### src/rtl/bf_pkg.sv
// ---------------------------------------------------------------------------
// bf_pkg
// Shared definitions for the delay-and-sum beamformer:
//   - FSM state encoding (IDLE / ACCUM / EMIT)
//   - accumulator width helper
//   - signed saturation helpers used when the output is narrower than the
//     accumulator
// ---------------------------------------------------------------------------
package bf_pkg;

  localparam logic [1:0] ST_IDLE  = 2'd0;
  localparam logic [1:0] ST_ACCUM = 2'd1;
  localparam logic [1:0] ST_EMIT  = 2'd2;

  // Summing n_ch values of in_w bits grows by clog2(n_ch) bits at most.
  function automatic int acc_width(input int in_w, input int n_ch);
    return in_w + $clog2(n_ch);
  endfunction

  // Clamp a signed value into the signed range of an out_w-bit word.
  function automatic logic signed [63:0] sat_clamp(input logic signed [63:0] v,
                                                   input int out_w);
    logic signed [63:0] hi;
    logic signed [63:0] lo;
    if (out_w >= 64) return v;
    hi = (64'sd1 <<< (out_w - 1)) - 64'sd1;
    lo = -hi - 64'sd1;
    if (v > hi) return hi;
    if (v < lo) return lo;
    return v;
  endfunction

  // True when sat_clamp would alter the value.
  function automatic logic sat_hit(input logic signed [63:0] v, input int out_w);
    return (sat_clamp(v, out_w) != v);
  endfunction

endpackage

### src/rtl/bf_ring_ram.sv
// ---------------------------------------------------------------------------
// bf_ring_ram
// One channel of sample history: DEPTH x IN_W, one synchronous write port and
// one registered read port. Contents are intentionally not reset.
//   clk      system clock
//   we       write enable
//   wr_addr  write address
//   wr_data  sample to store
//   rd_addr  read address (data appears on rd_data after the next edge)
//   rd_data  registered read data
// ---------------------------------------------------------------------------
module bf_ring_ram #(
  parameter int DEPTH = 32,
  parameter int IN_W  = 19,
  parameter int AW    = 5
) (
  input  logic            clk,
  input  logic            we,
  input  logic [AW-1:0]   wr_addr,
  input  logic [IN_W-1:0] wr_data,
  input  logic [AW-1:0]   rd_addr,
  output logic [IN_W-1:0] rd_data
);

  logic [IN_W-1:0] mem [DEPTH];

  always_ff @(posedge clk) begin
    if (we) mem[wr_addr] <= wr_data;
    rd_data <= mem[rd_addr];
  end

endmodule

### src/rtl/delay_sum_beamformer.sv
// ---------------------------------------------------------------------------
// delay_sum_beamformer
// Delay-and-sum core for the PDM mic array. Each sample_valid frame is written
// into per-channel ring buffers; the core then walks the channels one per
// cycle, reading each at (wp - delay) and summing the unmuted ones, and emits
// one saturated, sign-extended sum per frame.
//
// Handshake: sample_valid is a one-cycle strobe with no back-pressure. It is
// accepted only in IDLE; a strobe while busy is dropped and sets overrun.
// sum_valid is a one-cycle strobe coincident with the updated sum_out, issued
// N_CH+1 cycles after the accepted sample_valid.
//
// Ports:
//   clk, rst          clock, asynchronous active-low reset
//   sample_valid      new frame on pcm_in
//   pcm_in            channel c at [c*IN_W +: IN_W], signed
//   delay_cfg         channel c delay at [c*DLY_W +: DLY_W]
//   mute_mask         bit c = 1 removes channel c from the sum
//   cfg_load          capture delay_cfg / mute_mask (deferred while busy)
//   clr_flags         clear overrun and sat
//   sum_out           beamformed sample, signed
//   sum_valid         one-cycle result strobe
//   busy              high in ACCUM and EMIT
//   overrun, sat      sticky status flags
//   dbg_state         current FSM state
// ---------------------------------------------------------------------------
module delay_sum_beamformer
  import bf_pkg::*;
#(
  parameter int N_CH  = 8,
  parameter int IN_W  = 19,
  parameter int DEPTH = 32,
  parameter int DLY_W = 5,
  parameter int OUT_W = 32
) (
  input  logic                  clk,
  input  logic                  rst,
  input  logic                  sample_valid,
  input  logic [N_CH*IN_W-1:0]  pcm_in,
  input  logic [N_CH*DLY_W-1:0] delay_cfg,
  input  logic [N_CH-1:0]       mute_mask,
  input  logic                  cfg_load,
  input  logic                  clr_flags,
  output logic [OUT_W-1:0]      sum_out,
  output logic                  sum_valid,
  output logic                  busy,
  output logic                  overrun,
  output logic                  sat,
  output logic [1:0]            dbg_state
);

  localparam int ACC_W  = acc_width(IN_W, N_CH);
  localparam int CH_W   = (N_CH > 1) ? $clog2(N_CH) : 1;
  localparam int FILL_W = DLY_W + 1;

  logic [1:0]              state;
  logic [DLY_W-1:0]        wp;
  logic [FILL_W-1:0]       fill;
  logic [CH_W-1:0]         ch;
  logic [CH_W-1:0]         ch_q;
  logic                    use_q;
  logic signed [ACC_W-1:0] acc;

  logic [N_CH*DLY_W-1:0]   sh_dly;
  logic [N_CH-1:0]         sh_mute;
  logic                    pend;
  logic [N_CH*DLY_W-1:0]   pend_dly;
  logic [N_CH-1:0]         pend_mute;

  logic [DLY_W-1:0]        dly_a   [N_CH];
  logic [IN_W-1:0]         rd_data [N_CH];
  logic [DLY_W-1:0]        rd_addr;
  logic                    wr_en;
  logic signed [IN_W-1:0]  sel_s;
  logic signed [ACC_W-1:0] contrib;
  logic signed [ACC_W-1:0] acc_next;
  logic signed [63:0]      fin64;
  logic signed [63:0]      sat_val;

  assign busy      = (state != ST_IDLE);
  assign dbg_state = state;
  assign wr_en     = (state == ST_IDLE) && sample_valid;

  // Ring index arithmetic wraps naturally because DEPTH == 2**DLY_W.
  assign rd_addr = wp - dly_a[ch];

  // Read data lags the issued address by one cycle, so the contribution is
  // qualified by the gate and channel index registered alongside it.
  assign sel_s    = rd_data[ch_q];
  assign contrib  = use_q ? ACC_W'(sel_s) : '0;
  assign acc_next = acc + contrib;
  assign fin64    = 64'(acc_next);
  assign sat_val  = sat_clamp(fin64, OUT_W);

  for (genvar g = 0; g < N_CH; g++) begin : g_ch
    assign dly_a[g] = sh_dly[g*DLY_W +: DLY_W];

    bf_ring_ram #(
      .DEPTH (DEPTH),
      .IN_W  (IN_W),
      .AW    (DLY_W)
    ) u_ram (
      .clk     (clk),
      .we      (wr_en),
      .wr_addr (wp),
      .wr_data (pcm_in[g*IN_W +: IN_W]),
      .rd_addr (rd_addr),
      .rd_data (rd_data[g])
    );
  end

  // Main datapath / FSM. In ACCUM the address for channel ch is issued while
  // the data for ch-1 is accumulated; EMIT folds in the last channel.
  always_ff @(posedge clk or negedge rst) begin
    if (!rst) begin
      state     <= ST_IDLE;
      wp        <= '0;
      fill      <= '0;
      ch        <= '0;
      ch_q      <= '0;
      use_q     <= 1'b0;
      acc       <= '0;
      sum_out   <= '0;
      sum_valid <= 1'b0;
    end else begin
      sum_valid <= 1'b0;
      case (state)
        ST_IDLE: begin
          if (sample_valid) begin
            fill  <= (fill == FILL_W'(DEPTH)) ? fill : fill + 1'b1;
            acc   <= '0;
            ch    <= '0;
            state <= ST_ACCUM;
          end
        end
        ST_ACCUM: begin
          if (ch != '0) acc <= acc_next;
          if (ch == CH_W'(N_CH - 1)) state <= ST_EMIT;
          else                       ch    <= ch + 1'b1;
        end
        ST_EMIT: begin
          sum_out   <= sat_val[OUT_W-1:0];
          sum_valid <= 1'b1;
          wp        <= wp + 1'b1;
          state     <= ST_IDLE;
        end
        default: state <= ST_IDLE;
      endcase
      // A slot whose delay reaches back past the samples written since reset
      // holds stale RAM contents and is gated to zero.
      use_q <= (state == ST_ACCUM) && !sh_mute[ch] && ({1'b0, dly_a[ch]} < fill);
      ch_q  <= ch;
    end
  end

  // Sticky flags: a new event in the same cycle as clr_flags wins.
  always_ff @(posedge clk or negedge rst) begin
    if (!rst) begin
      overrun <= 1'b0;
      sat     <= 1'b0;
    end else begin
      if (sample_valid && busy) overrun <= 1'b1;
      else if (clr_flags)       overrun <= 1'b0;
      if ((state == ST_EMIT) && sat_hit(fin64, OUT_W)) sat <= 1'b1;
      else if (clr_flags)                              sat <= 1'b0;
    end
  end

  // Shadow configuration. Loads during a frame are parked and applied on the
  // EMIT->IDLE edge so a frame never mixes old and new delays.
  always_ff @(posedge clk or negedge rst) begin
    if (!rst) begin
      sh_dly    <= '0;
      sh_mute   <= '0;
      pend      <= 1'b0;
      pend_dly  <= '0;
      pend_mute <= '0;
    end else if (state == ST_IDLE) begin
      if (cfg_load) begin
        sh_dly  <= delay_cfg;
        sh_mute <= mute_mask;
      end
    end else if (state == ST_EMIT) begin
      if (cfg_load) begin
        sh_dly  <= delay_cfg;
        sh_mute <= mute_mask;
      end else if (pend) begin
        sh_dly  <= pend_dly;
        sh_mute <= pend_mute;
      end
      pend <= 1'b0;
    end else if (cfg_load) begin
      pend      <= 1'b1;
      pend_dly  <= delay_cfg;
      pend_mute <= mute_mask;
    end
  end

endmodule

### config.mk
export PLATFORM = sky130hd
export DESIGN_NAME = delay_sum_beamformer
export DESIGN_NICKNAME = d
export VERILOG_FILES = /design/src/rtl/bf_pkg.sv /design/src/rtl/bf_ring_ram.sv /design/src/rtl/delay_sum_beamformer.sv
export SDC_FILE = /design/constraint.sdc
export NUM_CORES = 2
export LEC_CHECK = 0
export CAP_MARGIN = 20
export CORE_ASPECT_RATIO = 1.75
export CORE_MARGIN = 3
export CORE_UTILIZATION = 55
export CTS_CLUSTER_SIZE = 28
export DETAILED_ROUTE_END_ITERATION = 16
export PLACE_DENSITY = 0.71
export SYNTH_ARGS = -nofsm -noshare
export SYNTH_HDL_FRONTEND = slang
export SYNTH_MEMORY_MAX_BITS = 65536
export SYNTH_SLANG_ARGS = --single-unit
### constraint.sdc
create_clock -name clk -period 17.59 [get_ports clk]
set_input_delay 1.759 -clock clk [delete_from_list [all_inputs] [get_ports clk]]
set_output_delay 1.759 -clock clk [all_outputs]
set_load 0.03 [all_outputs]
# Word level (Yosys, flattened, before mapping)
# Memories as Yosys holds them, arrays and structs flattened. A register that Yosys moved wholly into a read port is not among the register bits.
# Index checks and enable logic that the tools add are counted.
[word_totals]
ff_bits = 174
ram_bits = 4864
inputBits = 205
output_inout_bits = 38
elab_cells = 115
mem_count = 8
[classes]
add_sub_neg = 5
order_cmp = 6
eq_ne = 11
muxes = 43
n_bitwise = 5
reduce_logical = 21
[memory_table]
columns = ["name", "words", "width", "read_ports", "rd_ports_with_merged_regs", "wr", "line", "text"]
rows = [
  ["g_ch[0].u_ram.mem", 32, 19, 1, 1, 1, "bf_ring_ram.sv:25", "logic [IN_W-1:0] mem [DEPTH];"],
  ["g_ch[1].u_ram.mem", 32, 19, 1, 1, 1, "bf_ring_ram.sv:25", ""],
  ["g_ch[2].u_ram.mem", 32, 19, 1, 1, 1, "bf_ring_ram.sv:25", ""],
  ["g_ch[3].u_ram.mem", 32, 19, 1, 1, 1, "bf_ring_ram.sv:25", ""],
  ["g_ch[4].u_ram.mem", 32, 19, 1, 1, 1, "bf_ring_ram.sv:25", ""],
  ["g_ch[5].u_ram.mem", 32, 19, 1, 1, 1, "bf_ring_ram.sv:25", ""],
  ["+2 memories", "n/a", "n/a", "n/a", "n/a", "n/a", "n/a", ""],
]
[op_table]
columns = ["operator", "count"]
rows = [
  ["64-bit 2-to-1 mux", 4],
  ["40-bit 2-to-1 mux", 5],
  ["22-bit 2-to-1 mux", 3],
  ["64-bit by 22-bit inequality test with 1-bit output", 1],
  ["19-bit binary-select mux with 3-bit select", 1],
  ["22-bit one-hot mux with 2 select lines", 1],
  ["8-bit 2-to-1 mux", 5],
  ["19-bit 2-to-1 mux", 2],
  ["22-bit by 32-bit greater-than comparator with 1-bit output, second input constant", 1],
  ["22-bit by 32-bit less-than comparator with 1-bit output, second input constant", 1],
  ["22-bit adder", 1],
  ["5-bit binary-select mux with 3-bit select", 1],
  ["3-bit AND reduction", 5],
  ["1-bit 2-to-1 mux", 12],
  ["2-bit nonzero test", 6],
  ["5-bit 2-to-1 mux", 2],
  ["2-bit inequality test, second input constant", 5],
  ["4-bit >= comparator, second input constant", 2],
  ["3-bit NOT with 4-bit output", 2],
  ["6-bit by 1-bit adder with 6-bit output, second input constant", 1],
  ["6-bit == test, second input constant", 1],
  ["5-bit by 6-bit less-than comparator with 1-bit output", 1],
  ["3-bit 2-to-1 mux", 2],
  ["3-bit one-hot mux with 2 select lines", 1],
  ["other kinds (17)", 25],
]

# Longest topological paths before layout
[logic_depth]
ltp_word = 14
ltp_mapped = 15
mapped_depth_nobuf = 13

# Hierarchy
# A second synthesis with hierarchy kept.
[hier_totals]
cells_unflattened = 11609
area_unflattened_um2 = 203513.9
[modules_own_cells]
columns = ["mod", "n_inst", "cells_per_inst", "area_each_um2", "seq_area_each_um2"]
rows = [
  ["bf_ring_ram (g_ch[1].u_ram ...)", 7, 1346, 24245.8, 18637.9],
  ["bf_ring_ram (g_ch[0].u_ram)", 1, 1347, 24244.5, 18637.9],
  ["delay_sum_beamformer", 1, 840, 9549.2, 4129.0],
]

# Least setup slack after synthesis
# OpenSTA, ideal clock, no wires.
[synth_timing]
path_kind = "input port to flip-flop"
startpoint = "input sample_valid"
endpoint = "memory g_ch[0].u_ram.mem[12][0] (enable)"
setup_ns = 0.666
arrival_time_ns = 8.656
slack_ns = 8.267
cell_stages = 4
path_buffers = 1
cell_sequence = "and2_1 -> clkbuf_1 -> nand2_1 -> nor2_1"
[synth_between]
elab_chain_len = 3
[synth_rtl]
columns = ["item", "line", "text"]
rows = [
  ["start, declared", "delay_sum_beamformer.sv:38", "input logic sample_valid,"],
  ["1-bit logical AND", "delay_sum_beamformer.sv:82", "assign wr_en = (state == ST_IDLE) && sample_valid;"],
  ["1-bit 2-to-1 mux", "bf_ring_ram.sv:28", "if (we) mem[wr_addr] <= wr_data;"],
  ["1-bit 2-to-1 mux (not written as such)", "bf_ring_ram.sv:28", ""],
  ["end, declared", "bf_ring_ram.sv:25", ""],
]
# Every way passes these cells.

# Final worst setup path
[layout_timing]
startpoint = "register ch[0]"
endpoint = "register g_ch[3].u_ram.rd_data[11] (read register of g_ch[3].u_ram.mem)"
[layout_between]
elab_chain_len = 5
[layout_rtl]
columns = ["item", "line", "text"]
rows = [
  ["start, declared", "delay_sum_beamformer.sv:59", "logic [CH_W-1:0] ch;"],
  ["start signal, assigned", "delay_sum_beamformer.sv:139", "else ch <= ch + 1'b1;"],
  ["3-bit NOT with 4-bit output (not written as such)", "delay_sum_beamformer.sv:85", "assign rd_addr = wp - dly_a[ch];"],
  ["5-bit binary-select mux with 3-bit select", "delay_sum_beamformer.sv:85", ""],
  ["5-bit 2-to-1 mux (not written as such) (2 in a row)", "delay_sum_beamformer.sv:85", ""],
  ["5-bit subtractor", "delay_sum_beamformer.sv:85", ""],
  ["end, declared", "bf_ring_ram.sv:22", "output logic [IN_W-1:0] rd_data"],
]
# Every way passes these cells. The select of a mux whose other input is x is not followed.
# A chain may end at the register's enable or synchronous reset.

==> results.toml <==
[sta]
fin_tns_setup_ps = 0
timing.final.max_slew_violations = 0
final_worst_path_period_need_ps = 7260
final.period_utilization_pct = 41.27
slew_headroom_pct = 18.65
grt_setup_unrepaired = "no"
tightestPinTransition_ps = 1220
max_clock_freq_mhz = 137.7
timing_hold_violations_final = 0
skew_ps = 83.10
report.final.setup_viol = 0

[global_route]
vias_in_the_first_global_route = 92220
grt_max_degree = 141
grt_use_total_pct = 27.68
global_route_wire_length_before_repair_microns = 710100
grt_remaining_overflow = 0
antenna_found_initial = 80

[routing]
routed_wl_microns = 499700
ant_nets = 0
wire_per_inst_microns = 37.06
first_iter_violations = 12310
detail_route.first_pass.iterations = 5
viasPerCell = 6.720
dr_total_vias = 90620
drt_drc_violations_left = 0

[synthesis]
synthesized_area_fraction_occupied_by_ao_oa_aoi_and_oai_cells_pct = 0.4800
synth_enable_flop_cells = 4864
synth_top_family_by_area = "multiplexers"
post_synth.cell_area_avg_sq_um = 24.77
synth_sequential_area_ratio_pct = 77.96
synth_nets = 8179
yosys.cell_types.count = 53
post_synthesis_share_of_cell_area_spent_on_full_adders_half_adders_and_majority_gates_pct = 0.2623
ys.warnings.count = 0
ys_seq_elements = 5181
mappedNetlistArea_sq_um = 196600
ys_dominant_reg_cell = "edfxtp_1"
synth_simple_gate_area_share_pct = 0.5201
yosys-mux-area-fraction_pct = 19.53
synth_async_sr_flop_share_pct = 3.185
synthesis.instances = 7934
synth-xor-area-share_pct = 0.1591

[clock_tree]
cts_buffers = 441
setup_repair_bufs_after_cts = 0
clkSlewWorstSetupHoldPaths_ps = 70
max-clock-path-buffers = 4
clk_root_buffer_cell = "clkbuf_16"
ctsHoldBuffers = 0
cts.sinks = 5181
tritoncts_clock_tree = "done"
worstSkewPairLatency_ps = 1020
htree_num_levels = 5
ctsResizeCount = 0

[finish]
post-route-cell-area_sq_um = 220200
multi_input_area_sq_um = 41470
layout.area.seq_sq_um = 153200
post_route_cells_drive_above_1_share_pct = 30.90
area_growth_synth_to_finish_pct = 12.04
fillers = 22960
nets = 8650

[floorplan]
floorplan.die_area_sq_um = 364900
floorplan.io_pins = 243
initial_core_util_pct = 55.41
row_count = 289
floorplan.die.width_microns = 457.9
floorplan.core_area_sq_um = 354700
chipHeight_microns = 796.8

[worst_setup_path]
wp_buf_inv = 4
worstSetupEndpointType = "register"
timing.critical_path.slowest_stage_cell = "buf_4"
worst-path-max-fanout = 47
critical-path-top-cell-by-count = "buf_4"
criticalPathCategory = "register to register"
timing.critical_path.max_delay_family = "buffers and inverters"
required_ps = 18420
reg2reg_setup_slack_ps = 10330
arrival_ps = 8090
critPathLaunchType = "register"
timing.critical_path.slowest_cell_delay_ps = 850
list_of_cells_traversed_by_the_critical_path = "mux4_2, mux2_2, ha_4, buf_4, buf_4, buf_4, buf_4, mux4_2, mux4_2, mux2_2"

[placed_design]
sum_of_net_half_perimeters_after_detailed_placement_microns = 249800
placement.io_buffers = 242
dpl_cell_area_sq_um = 204900
gp_routability_congestion = 0.7875

[worst_hold_path]
min-delay-path-class = "register to register"

[run]
cap_viol_max_count = 0

[status]
status = "finished, final reports clean"
==> metal layers <==
metal  vias to the layer above  share of wire, %  global-route usage, %  wire length [microns]
met3                       890               9.9                  5.021                  49650
met1                     49380                36                  38.14                 179100
met5                         -             0.066                      0                    331
met4                        50               3.8                  9.870                  18860
met2                      5229                50                  45.24                 251800
li1                      35070                 -                      -                      -
==> per-stage QoR <==
step	hold slack, ps	util (%)	setup slack [ps]	instances
2_1_floorplan	374.9	-	8267	7934
3_3_place_gp	459.4	57.73	10190	12610
3_5_place_dp	473.3	57.76	10120	12610
4_1_cts	492.1	61.99	10050	13440
5_1_grt	510.0	62.06	9664	13460
6_report	489.8	62.08	10330	13490
==> sequential cells by signal, indices dropped and copies added (netlist names) <==
register and count:
acc 22, ch 3, ch_q 3, dbg_state 2, fill 6, g_ch.u_ram.mem 4864, g_ch.u_ram.rd_data 152, overrun 1
pend 1, pend_dly 40, pend_mute 8, sat 1, sh_dly 40, sh_mute 8, sum_out 23, sum_valid 1
use_q 1, wp 5
==> cells by family after synthesis <==
logic type,Yosys count
xor gates and xnor gates,32
muxes,1844
and+or+nand+nor,231
AOI/OAI and AO/OA,168
DFF,5181
buffers and inverters,438
adders and majority gates,40
==> Yosys cell counts, types with 3 or more instances <==
library cell  number  area (sq um)
a211oi_1           3         22.52
nor2_1            97         364.1
nand3b_1           4         30.03
o31ai_1            3         22.52
and3_1             3         18.77
nand2_1           73         274.0
buf_6             37         416.7
a21o_1            10         75.07
nor2b_1           23         143.9
o21a_1             5         37.54
edfxtp_1        4864        146100
xnor2_1           22         192.7
dfxtp_1          152          3043
mux4_2          1570         35360
mux2_4            10         150.1
buf_1             11         41.29
mux2_2           195          2196
or3_1              3         18.77
nand2b_1           4         25.02
mux2i_1           69         690.7
buf_4              9         67.56
inv_1             23         86.33
o21ai_0           55         275.3
dfrtp_1          165          4129
nand4_1            7         43.79
xor2_1             8         70.07
a31oi_1            3         18.77
ha_1              38         475.5
clkbuf_1         218         818.3
nand3_1            8         40.04
a21oi_1           73         365.4
buf_2            140         700.7
==> final cells by class <==
type / instances / area share [%]
Inverter: 23 / 0.03920
Clock inverter: 233 / 1.207
Clock buffer: 595 / 5.616
Timing Repair Buffer: 443 / 2.030
Antenna cell: 39 / 0.04432
Multi-Input combinational cell: 2315 / 18.83
Sequential cell: 5181 / 69.58
Tap cell: 4656 / 2.645
==> layout by cell type (no fill, tap or decap), types with 7 or more instances in the layout <==
cell and n:
edfxtp_1 4864, mux4_2 1570, clkbuf_16 449, clkdlybuf4s50_1 241
mux2_2 195, dfrtp_1 163, buf_4 163, dfxtp_1 152
clkbuf_1 81, clkinv_2 75, a21oi_1 73, nand2_1 72
mux2i_1 69, nor2_1 64, clkbuf_8 61, o21ai_0 55
clkinv_1 52, bufinv_16 48, diode_2 39, ha_1 37
nor2_4 33, buf_12 29, inv_1 23, nor2b_1 23
clkinvlp_4 23, xnor2_1 20, a21o_1 10, mux2_4 10
inv_6 10, clkinv_4 10, nand3_1 8, xor2_1 8
nand4_1 7, buf_16 7
==> tightest hold or removal path, cell delays in order (launching register included) <==
cell     delay, ps
dfrtp_1        350
nand2_1         60
nand2_1         60
==> final timing paths <==
path / from / endpoint / depth (start not counted)
max: ch[0] / g_ch[3].u_ram.rd_data[11] / 10
min: pend / pend / 2
max reg2reg: ch[0] / g_ch[3].u_ram.rd_data[11] / 10
min reg2reg: pend / pend / 2
max in group asynchronous: rst / pend_dly[22] / 2
min in group asynchronous: rst / pend_dly[15] / 1
Power is left out: the tool's default activity adds up to more than one toggle a clock period on the data nets, which glitch-free logic cannot reach.
